`src/rtl/fetch_stage.sv`:
```
`default_nettype none
// ============================================================================
//  Module      : fetch_stage
//  Description : Instruction fetch stage feeding the main decoder. Holds the
//                PC, issues single-outstanding requests to instruction
//                memory, buffers responses in an output register plus a
//                one-entry skid buffer, and presents {instr, pc, op} to
//                decode with a valid/ready handshake. A redirect from
//                branch/JAL/JALR resolution flushes the stage.
//
//  Ports
//    clk, rst_n        rising-edge clock, asynchronous active-low reset
//    imem_req_*        fetch request (valid/ready, word-aligned address)
//    imem_rsp_*        fetch response (valid, 32-bit instruction)
//    redirect_*        one-cycle redirect strobe and target PC
//    id_valid/ready    handshake towards decode
//    id_instr/op/pc    instruction, its opcode field, and its PC
//    id_pc_plus4       link value for JAL/JALR
//
//  Revision    : 1.0  initial release
// ============================================================================
module fetch_stage #(
    parameter int              XLEN     = 32,
    parameter logic [XLEN-1:0] RESET_PC = '0
) (
    input  logic            clk,
    input  logic            rst_n,
    output logic            imem_req_valid,
    output logic [XLEN-1:0] imem_req_addr,
    input  logic            imem_req_ready,
    input  logic            imem_rsp_valid,
    input  logic [31:0]     imem_rsp_data,
    input  logic            redirect_valid,
    input  logic [XLEN-1:0] redirect_pc,
    output logic            id_valid,
    input  logic            id_ready,
    output logic [31:0]     id_instr,
    output logic [6:0]      id_op,
    output logic [XLEN-1:0] id_pc,
    output logic [XLEN-1:0] id_pc_plus4
);

    localparam logic [1:0]      S_IDLE       = 2'd0;
    localparam logic [1:0]      S_REQ        = 2'd1;
    localparam logic [1:0]      S_WAIT       = 2'd2;
    localparam logic [31:0]     C_NOP        = 32'h0000_0013;
    localparam logic [XLEN-1:0] C_FOUR       = XLEN'(4);
    localparam logic [XLEN-1:0] C_ALIGN_MASK = ~XLEN'(3);

    logic [1:0]      r_state;
    logic [1:0]      w_state_next;
    logic [XLEN-1:0] r_pc;
    logic [XLEN-1:0] r_req_pc;
    logic            r_drop;
    logic            w_drop_next;

    logic            r_out_valid;
    logic [31:0]     r_out_instr;
    logic [XLEN-1:0] r_out_pc;
    logic            r_skid_valid;
    logic [31:0]     r_skid_instr;
    logic [XLEN-1:0] r_skid_pc;

    logic            w_hs;
    logic            w_rsp;
    logic            w_keep;
    logic            w_free;
    logic            w_skid_next;
    logic            w_stale;

    // Handshake and response qualification
    assign w_hs   = (r_state == S_REQ) && imem_req_ready;
    assign w_rsp  = (r_state == S_WAIT) && imem_rsp_valid;
    assign w_keep = w_rsp && !r_drop && !redirect_valid;
    assign w_free = !r_out_valid || id_ready;

    // Skid occupancy after this edge: a redirect empties it; a freed output
    // slot drains it, after which a kept response lands in the slot if the
    // skid was empty or in the skid otherwise.
    always_comb begin
        w_skid_next = 1'b0;
        if (!redirect_valid) begin
            if (w_free) begin
                w_skid_next = r_skid_valid && w_keep;
            end else begin
                w_skid_next = r_skid_valid || w_keep;
            end
        end
    end

    // A redirect that arrives while a request is still waiting for ready
    // leaves that request at its old address; r_req_pc holds the address
    // and r_drop marks the request as stale.
    assign w_stale        = (r_state == S_REQ) && r_drop;
    assign imem_req_valid = (r_state == S_REQ);
    assign imem_req_addr  = w_stale ? r_req_pc : r_pc;

    assign id_valid    = r_out_valid;
    assign id_instr    = r_out_instr;
    assign id_op       = r_out_instr[6:0];
    assign id_pc       = r_out_pc;
    assign id_pc_plus4 = r_out_pc + C_FOUR;

    // ------------------------------------------------------------------
    // FSM: state register
    // ------------------------------------------------------------------
    always_ff @(posedge clk or negedge rst_n) begin
        if (!rst_n) begin
            r_state <= S_IDLE;
            r_drop  <= 1'b0;
        end else begin
            r_state <= w_state_next;
            r_drop  <= w_drop_next;
        end
    end

    // ------------------------------------------------------------------
    // FSM: next state and drop flag
    // ------------------------------------------------------------------
    always_comb begin
        w_state_next = r_state;
        w_drop_next  = r_drop;
        case (r_state)
            S_IDLE: begin
                if (!w_skid_next) begin
                    w_state_next = S_REQ;
                end
            end
            S_REQ: begin
                if (w_hs) begin
                    w_state_next = S_WAIT;
                end
            end
            S_WAIT: begin
                if (imem_rsp_valid) begin
                    w_state_next = w_skid_next ? S_IDLE : S_REQ;
                end
            end
            default: begin
                w_state_next = S_IDLE;
            end
        endcase

        if (redirect_valid) begin
            // Drop is armed only while a response is still owed; one that
            // returns in the redirect cycle is consumed here.
            if (r_state == S_WAIT) begin
                w_drop_next = !imem_rsp_valid;
            end else if (r_state == S_REQ) begin
                w_drop_next = 1'b1;
            end
        end else if (w_rsp) begin
            w_drop_next = 1'b0;
        end
    end

    // ------------------------------------------------------------------
    // PC and request address bookkeeping
    // ------------------------------------------------------------------
    always_ff @(posedge clk or negedge rst_n) begin
        if (!rst_n) begin
            r_pc     <= RESET_PC;
            r_req_pc <= RESET_PC;
        end else begin
            // Capture the address of a live request when it is accepted,
            // or when a redirect turns it stale before acceptance.
            if ((r_state == S_REQ) && !r_drop && (w_hs || redirect_valid)) begin
                r_req_pc <= r_pc;
            end
            if (redirect_valid) begin
                r_pc <= redirect_pc & C_ALIGN_MASK;
            end else if (w_hs && !r_drop) begin
                r_pc <= r_pc + C_FOUR;
            end
        end
    end

    // ------------------------------------------------------------------
    // Output register and skid buffer
    // ------------------------------------------------------------------
    always_ff @(posedge clk or negedge rst_n) begin
        if (!rst_n) begin
            r_out_valid  <= 1'b0;
            r_out_instr  <= C_NOP;
            r_out_pc     <= RESET_PC;
            r_skid_valid <= 1'b0;
            r_skid_instr <= C_NOP;
            r_skid_pc    <= RESET_PC;
        end else begin
            r_skid_valid <= w_skid_next;
            if (redirect_valid) begin
                r_out_valid <= 1'b0;
            end else if (w_free) begin
                if (r_skid_valid) begin
                    r_out_valid <= 1'b1;
                    r_out_instr <= r_skid_instr;
                    r_out_pc    <= r_skid_pc;
                    if (w_keep) begin
                        r_skid_instr <= imem_rsp_data;
                        r_skid_pc    <= r_req_pc;
                    end
                end else if (w_keep) begin
                    r_out_valid <= 1'b1;
                    r_out_instr <= imem_rsp_data;
                    r_out_pc    <= r_req_pc;
                end else begin
                    r_out_valid <= 1'b0;
                end
            end else if (w_keep) begin
                r_skid_instr <= imem_rsp_data;
                r_skid_pc    <= r_req_pc;
            end
        end
    end

endmodule
`default_nettype wire
```
`config.mk`:
```
export PLATFORM = sky130hd
export DESIGN_NAME = fetch_stage
export DESIGN_NICKNAME = d
export VERILOG_FILES = /design/src/rtl/fetch_stage.sv
export SDC_FILE = /design/constraint.sdc
export NUM_CORES = 1
export LEC_CHECK = 0
export ABC_CLOCK_PERIOD_IN_PS = 2700
export CELL_PAD_IN_SITES_DETAIL_PLACEMENT = 1
export CELL_PAD_IN_SITES_GLOBAL_PLACEMENT = 2
export CORE_MARGIN = 4
export CORE_UTILIZATION = 32
export CTS_CLUSTER_DIAMETER = 150
export DETAILED_ROUTE_END_ITERATION = 7
export PLACE_DENSITY_LB_ADDON = 0.1
export SLEW_MARGIN = 30
export SYNTH_ARGS = -nofsm -noshare
export SYNTH_HDL_FRONTEND = slang
export SYNTH_SLANG_ARGS = --single-unit
export TNS_END_PERCENT = 50
```
`constraint.sdc`:
```
create_clock -name clk -period 2.7 [get_ports clk]
set_input_delay 0.81 -clock clk [delete_from_list [all_inputs] [get_ports clk]]
set_output_delay 0.81 -clock clk [all_outputs]
set_load 0.03 [all_outputs]
```
==> impl_metrics.py, run 1 <==
metrics = {
    "synthesis": {
        "synth.top_cells.by_count": "nand2_1 (189), dfrtp_1 (183), mux2_2 (96), o21ai_0 (87), mux2i_1 (62)",
        "yosysSeqAreaShare": 0.513,
        "ys.flop_type": "dfrtp_1",
        "yosys_register_bits": 189,
        "synth_area_mm2": 0.00923,
        "synth_cell_types": 52,
        "synth_largest_area_cell": "dfrtp_1",
        "synth_edf_count": 0,
        "synth-async-reset-ratio": 1.00,
        "synth_area_leaders": "dfrtp_1 (50%), mux2_2 (12%), nand2_1 (7.7%), mux2i_1 (6.7%), o21ai_0 (4.7%)",
        "synth_warnings": 0,
        "netlist_instances": 875,
        "syn_avg_cell_area_um2": 10.6,
        "yosysMostFrequentCell": "nand2_1",
        "yosysTopAreaCellShare": 0.496,
    },
    "floorplan": {
        "die_area_mm2": 0.0316,
        "dieHeight_um": 178,
        "chipWidth_um": 178,
        "ios": 207,
        "core-area_mm2": 0.0281,
        "start_util": 0.329,
        "fp-row-count": 61,
    },
    "grt": {
        "grt_pass1_wl_um": 42200,
        "antenna_found_initial": 0,
        "grt_max_degree": 79,
        "grt_usage": 0.169,
        "grt_pass1_vias": 7579,
        "grt-ovfl-total": 0,
    },
    "detailed_routing": {
        "drt_iter0_drc": 301,
        "wl_per_cell_um": 17.4,
        "drt_wl_total_um": 26400,
        "dr.pass1.iters": 4,
        "drtAntennaViolNets": 0,
        "drcViolationCount": 0,
        "via_per_inst": 4.69,
        "vias": 7115,
    },
    "layout": {
        "nFillCells": 3083,
        "antennaDiodeCount": 0,
        "areaGrowthSynthToFinish_pct": 46.0,
        "finalNetCount": 1199,
        "seqCellArea_mm2": 0.00476,
        "final_area_mm2": 0.0135,
        "drive_above_1_share": 0.311,
        "multi_input_area_mm2": 0.00466,
    },
    "setup_path": {
        "end_kind": "output port",
        "cp_cell_sequence": "nand4_1 -> buf_4 -> or2_4 -> nor3_4 -> nand4_1 -> xnor2_4 -> buf_6",
        "crit_path_top_delay_cell": "dfrtp_2",
        "slowest_delay_ns": 0.36,
        "critical_path.max_fanout": 3,
        "cp.arrival_ns": 2.16,
        "criticalPathCategory": "flop to output port",
        "critPathRequiredTime_ns": 1.89,
        "critPathMostFrequentCell": "nand4_1",
        "startpoint_type": "flop",
        "rr_worst_depth": 7,
    },
    "timing": {
        "post-route-period-util": 1.10,
        "layout_min_cycle_time_ns": 2.97,
        "relSlewSlack": 0.596,
        "hold_violations": 0,
        "slew_viol_final": 0,
        "worst_slack_ns": -0.269,
        "worst_pin_slew_ns": 0.600,
        "fmaxAchievable_mhz": 337,
        "rsz0062_at_grt": "true",
        "setup_viol": 19,
        "fin_worst_skew_ns": 0.0142,
    },
    "placement": {
        "gp_congestion": 0.787,
        "io_buffers": 198,
        "dp_hpwl_um": 19800,
        "place_area_mm2": 0.0123,
    },
    "cts": {
        "ctsHoldBuffers": 0,
        "path_clk_slew_ns": 0.08,
        "htreeDepth": 4,
        "cts-buffers-inserted": 17,
        "clockBufferDepth": 2,
        "cts_num_sinks": 189,
        "cts_tree": "built",
        "cts_root_buffer": "clkbuf_16",
        "clk_latency_ns": 0.44,
    },
    "power_and_ir_drop": {
        "internal_power_w": 0.00714,
        "totalPowerFinal_w": 0.0117,
        "ir_drop_uv": 426,
        "power_density_mw_per_mm2": 867,
        "p_sw_w": 0.00456,
        "p_sw_frac": 0.390,
        "p_seq_frac": 0.335,
        "p_comb_frac": 0.451,
        "p_clk_frac": 0.214,
        "p_leak_nw": 6.05,
    },
    "hold_path": {
        "min_path_type": "primary input to asynchronous set/reset pin",
    },
    "status": {
        "violations": "negative setup slack",
        "outcome": "finished with violations",
    },
    "job": {
        "maxCapViolations": 0,
    },
}
[kinds of logic after synthesis]
family / after synthesis / share of synthesized area
and+or+nand+nor: 292 / 0.148
DFF: 189 / 0.513
muxes: 158 / 0.184
AOI/OAI and AO/OA: 113 / 0.0657
buffers and inverters: 68 / 0.0366
xor gates and xnor gates: 52 / 0.0493
adders and majority gates: 2 / 0.00271
other: 1 / 0.000406
[layer usage]
layer | global-route usage | vias up | part of all wire
met4 | 0.0496 | 0 | 0.017
met3 | 0.0290 | 24 | 0.042
li1 | - | 3498 | -
met5 | 0 | - | 0
met1 | 0.227 | 3442 | 0.46
met2 | 0.279 | 151 | 0.48
[per-stage QoR]
| stage | hold slack (ns) | util | TNS, ns | instances | setup slack [ns] |
|---|---|---|---|---|---|
| finish | 0.345 | 0.480 | -3.12 | 1518 | -0.269 |
| global route | 0.379 | 0.480 | -5.65 | 1518 | -0.394 |
| CTS | 0.362 | 0.472 | -4.32 | 1513 | -0.324 |
| detailed placement | 0.469 | 0.439 | -9.59 | 1472 | -0.182 |
| global placement | 0.460 | 0.439 | -8.14 | 1472 | -0.148 |
| floorplan | 0.475 | - | -0.0411 | 880 | -0.0366 |
[flip-flops by register name, summed over array words and instances (netlist names)]
name          flops
id_instr         32
r_pc             30
r_skid_instr     32
r_skid_valid      1
r_drop            1
r_state           2
id_pc            30
r_req_pc         30
id_valid          1
r_skid_pc        30
[layout make-up]
type / count / share of cell area
Sequential cell: 189 / 0.353
Multi-Input combinational cell: 623 / 0.346
Inverter: 7 / 0.00195
Clock buffer: 20 / 0.0331
Clock inverter: 12 / 0.00984
Timing Repair Buffer: 289 / 0.221
Tap cell: 378 / 0.0351
[final timing paths]
kind,start,to,slack (ns)
max reg2reg,r_state[1]$_DFFE_PN0P_,r_pc[25]$_DFFE_PN0N_,0.48
max,id_pc[5]$_DFFE_PN0P_,id_pc_plus4[26],-0.27
min,rst_n,id_instr[24]$_DFFE_PN0P_,0.35
max in group asynchronous,rst_n,r_pc[18]$_DFFE_PN0N_,1.57
min in group clk,id_instr[15]$_DFFE_PN0P_,id_instr[15]$_DFFE_PN0P_,0.48
min reg2reg,id_instr[15]$_DFFE_PN0P_,id_instr[15]$_DFFE_PN0P_,0.48
[what timing repair did]
item,4_1_cts,5_1_grt
gates cloned,1,0
pin swaps,23,24
gates resized for setup,82,43
endpoints found under the setup margin,55,51
buffers inserted,9,5
[layout by cell type, fill, tap and decap left out, types with 15 or more instances in the layout]
cell type        count
dfrtp_1            170
o21ai_0             87
clkdlybuf4s50_1    137
mux2i_1             62
buf_6               36
mux2_2              84
clkbuf_16           17
buf_12              25
nand4_1             17
nand2_1            184
xor2_1              18
buf_4               79
xnor2_1             15
nor2_1              17
[power by group through the flow]
stage	Sequential (W)	Clock [W]	Combinational (W)
finish	0.00391	0.00251	0.00528
global placement	0.00392	0	0.00484
floorplan	0.00440	0	0.00214
global route	0.00402	0.00271	0.00563
detailed placement	0.00395	0	0.00489
CTS	0.00390	0.00259	0.00515
[critical path, delay by kind of cell (launching register included)]
family	cells	cell delay (ns)
buffers and inverters	2	0.31
flip-flops	1	0.36
AND/OR/NAND/NOR	4	0.83
XOR/XNOR	1	0.21
Note: power is estimated with default switching activity, not from simulation.
==> inputs of run 2 (changes only) <==
CORE_ASPECT_RATIO = 1.2   (was default)
CORE_MARGIN = 2   (was 4)
GPL_ROUTABILITY_DRIVEN = 0   (was default)
==> impl_metrics.py, run 2 (same netlist as run 1, synthesis figures left out) <==
metrics = {
    "status": {
        "outcome": "finished with violations",
        "violations": "negative setup slack",
    },
    "placement": {
        "place_inst": 1478,
        "place_area_mm2": 0.0123,
        "dp_hpwl_um": 18800,
        "io_buffers": 198,
    },
    "layout": {
        "areaGrowthSynthToFinish_pct": 44.3,
        "antennaDiodeCount": 0,
        "final_area_mm2": 0.0133,
        "finalNetCount": 1196,
        "nFillCells": 3120,
        "final_common_cell": "nand2_1",
        "drive_above_1_share": 0.309,
        "final_cell_mix": "nand2_1 (183), dfrtp_1 (170), clkdlybuf4s50_1 (137), buf_4 (98), mux2_2 (94)",
        "fin_cells": 1522,
    },
    "job": {
        "maxCapViolations": 0,
    },
    "grt": {
        "antenna_found_initial": 0,
        "grt_max_degree": 66,
        "grt_pass1_wl_um": 41500,
        "grt_pass1_vias": 7364,
        "grt_usage": 0.174,
        "grt-ovfl-total": 0,
    },
    "timing": {
        "fin_worst_skew_ns": 0.0120,
        "post-route-period-util": 1.10,
        "worst_pin_slew_ns": 0.537,
        "slew_viol_final": 0,
        "hold_violations": 0,
        "finalSetupTns_ns": -3.27,
        "layout_min_cycle_time_ns": 2.96,
        "rsz0062_at_grt": "true",
        "fmaxAchievable_mhz": 338,
        "worst_slack_ns": -0.261,
        "relSlewSlack": 0.638,
        "setup_viol": 20,
    },
    "floorplan": {
        "fp-row-count": 68,
        "chipWidth_um": 159,
        "ios": 207,
        "die_area_mm2": 0.0302,
        "start_util": 0.323,
        "dieHeight_um": 190,
        "core-area_mm2": 0.0286,
    },
    "hold_path": {
        "min_path_type": "primary input to asynchronous set/reset pin",
    },
    "detailed_routing": {
        "drt_wl_total_um": 25700,
        "drtAntennaViolNets": 0,
        "via_per_inst": 4.70,
        "wl_per_cell_um": 16.9,
        "vias": 7146,
        "drcViolationCount": 0,
        "drt_iter0_drc": 212,
        "dr.pass1.iters": 4,
    },
    "cts": {
        "clk_latency_ns": 0.43,
        "cts_root_buffer": "clkbuf_16",
        "ctsHoldBuffers": 0,
        "htreeDepth": 4,
        "cts-buffers-inserted": 17,
        "cts_tree": "built",
        "path_clk_slew_ns": 0.07,
        "clockBufferDepth": 2,
        "cts_num_sinks": 189,
    },
    "setup_path": {
        "cp.arrival_ns": 2.15,
        "rr_worst_depth": 7,
        "critPathRequiredTime_ns": 1.89,
        "end_kind": "output port",
        "critical_path.max_fanout": 4,
        "criticalPathCategory": "flop to output port",
        "startpoint_type": "flop",
    },
    "power_and_ir_drop": {
        "p_leak_nw": 6.01,
        "power_density_mw_per_mm2": 862,
        "ir_drop_uv": 469,
    },
}
[run 2: power by group]
group          internal (W)  total (W)  leakage, nW  switching (W)
clock network       0.00142    0.00255        0.289        0.00113
logic               0.00226    0.00503         3.24        0.00277
registers           0.00338    0.00391         2.48       0.000533
[run 2: path summary, 6_finish.rpt]
kind	startpoint	end	slack [ns]
worst max-delay path	id_pc[2]$_DFFE_PN0P_	id_pc_plus4[26]	-0.26
worst min register to register	id_instr[22]$_DFFE_PN0P_	id_instr[22]$_DFFE_PN0P_	0.48
worst max register to register	r_state[1]$_DFFE_PN0P_	r_pc[25]$_DFFE_PN0N_	0.50
worst min-delay path	rst_n	r_skid_instr[21]$_DFFE_PN0P_	0.24
max in group asynchronous	rst_n	id_pc[9]$_DFFE_PN0P_	1.81
min in group clk	id_instr[22]$_DFFE_PN0P_	id_instr[22]$_DFFE_PN0P_	0.48
[run 2: cell type report]
class,instances,area [um^2],area share
Sequential cell,189,4760,0.357
Multi-Input combinational cell,623,4600,0.345
Timing Repair Buffer,286,2870,0.215
Tap cell,385,482,0.0362
Clock buffer,19,453,0.0340
Clock inverter,13,139,0.0104
Inverter,7,28.8,0.00216
[run 2: stage by stage]
stage	util	hold WS (ns)	worst slack (ns)	total power, W
2_1_floorplan	-	0.475	-0.0366	0.00654
3_3_place_gp	0.430	0.460	-0.142	0.00864
3_5_place_dp	0.430	0.471	-0.196	0.00872
4_1_cts	0.459	0.225	-0.344	0.0116
5_1_grt	0.466	0.231	-0.393	0.0122
6_report	0.466	0.245	-0.261	0.0115
[run 2: worst max-delay path, stage by stage (launching register included)]
cell and delay, ns:
dfrtp_2 0.41, ha_4 0.16, nand2_4 0.05, or2_4 0.28
nor3_4 0.21, nand4_1 0.25, xnor2_4 0.22, buf_12 0.14
[run 2: routing by layer]
metal / up-vias / wire length, um / global-route usage
met3: 17 / 725 / 0.0294
met1: 3487 / 12000 / 0.234
met5: - / 0 / 0
met2: 155 / 12600 / 0.291
met4: 0 / 375 / 0.0510
li1: 3487 / - / -
[run 2: timing repair]
item                       CTS  global route
pin swaps                   18            16
cloned                       1             1
setup endpoints to repair   55            53
resized for setup           48            46
setup buffers                6             4
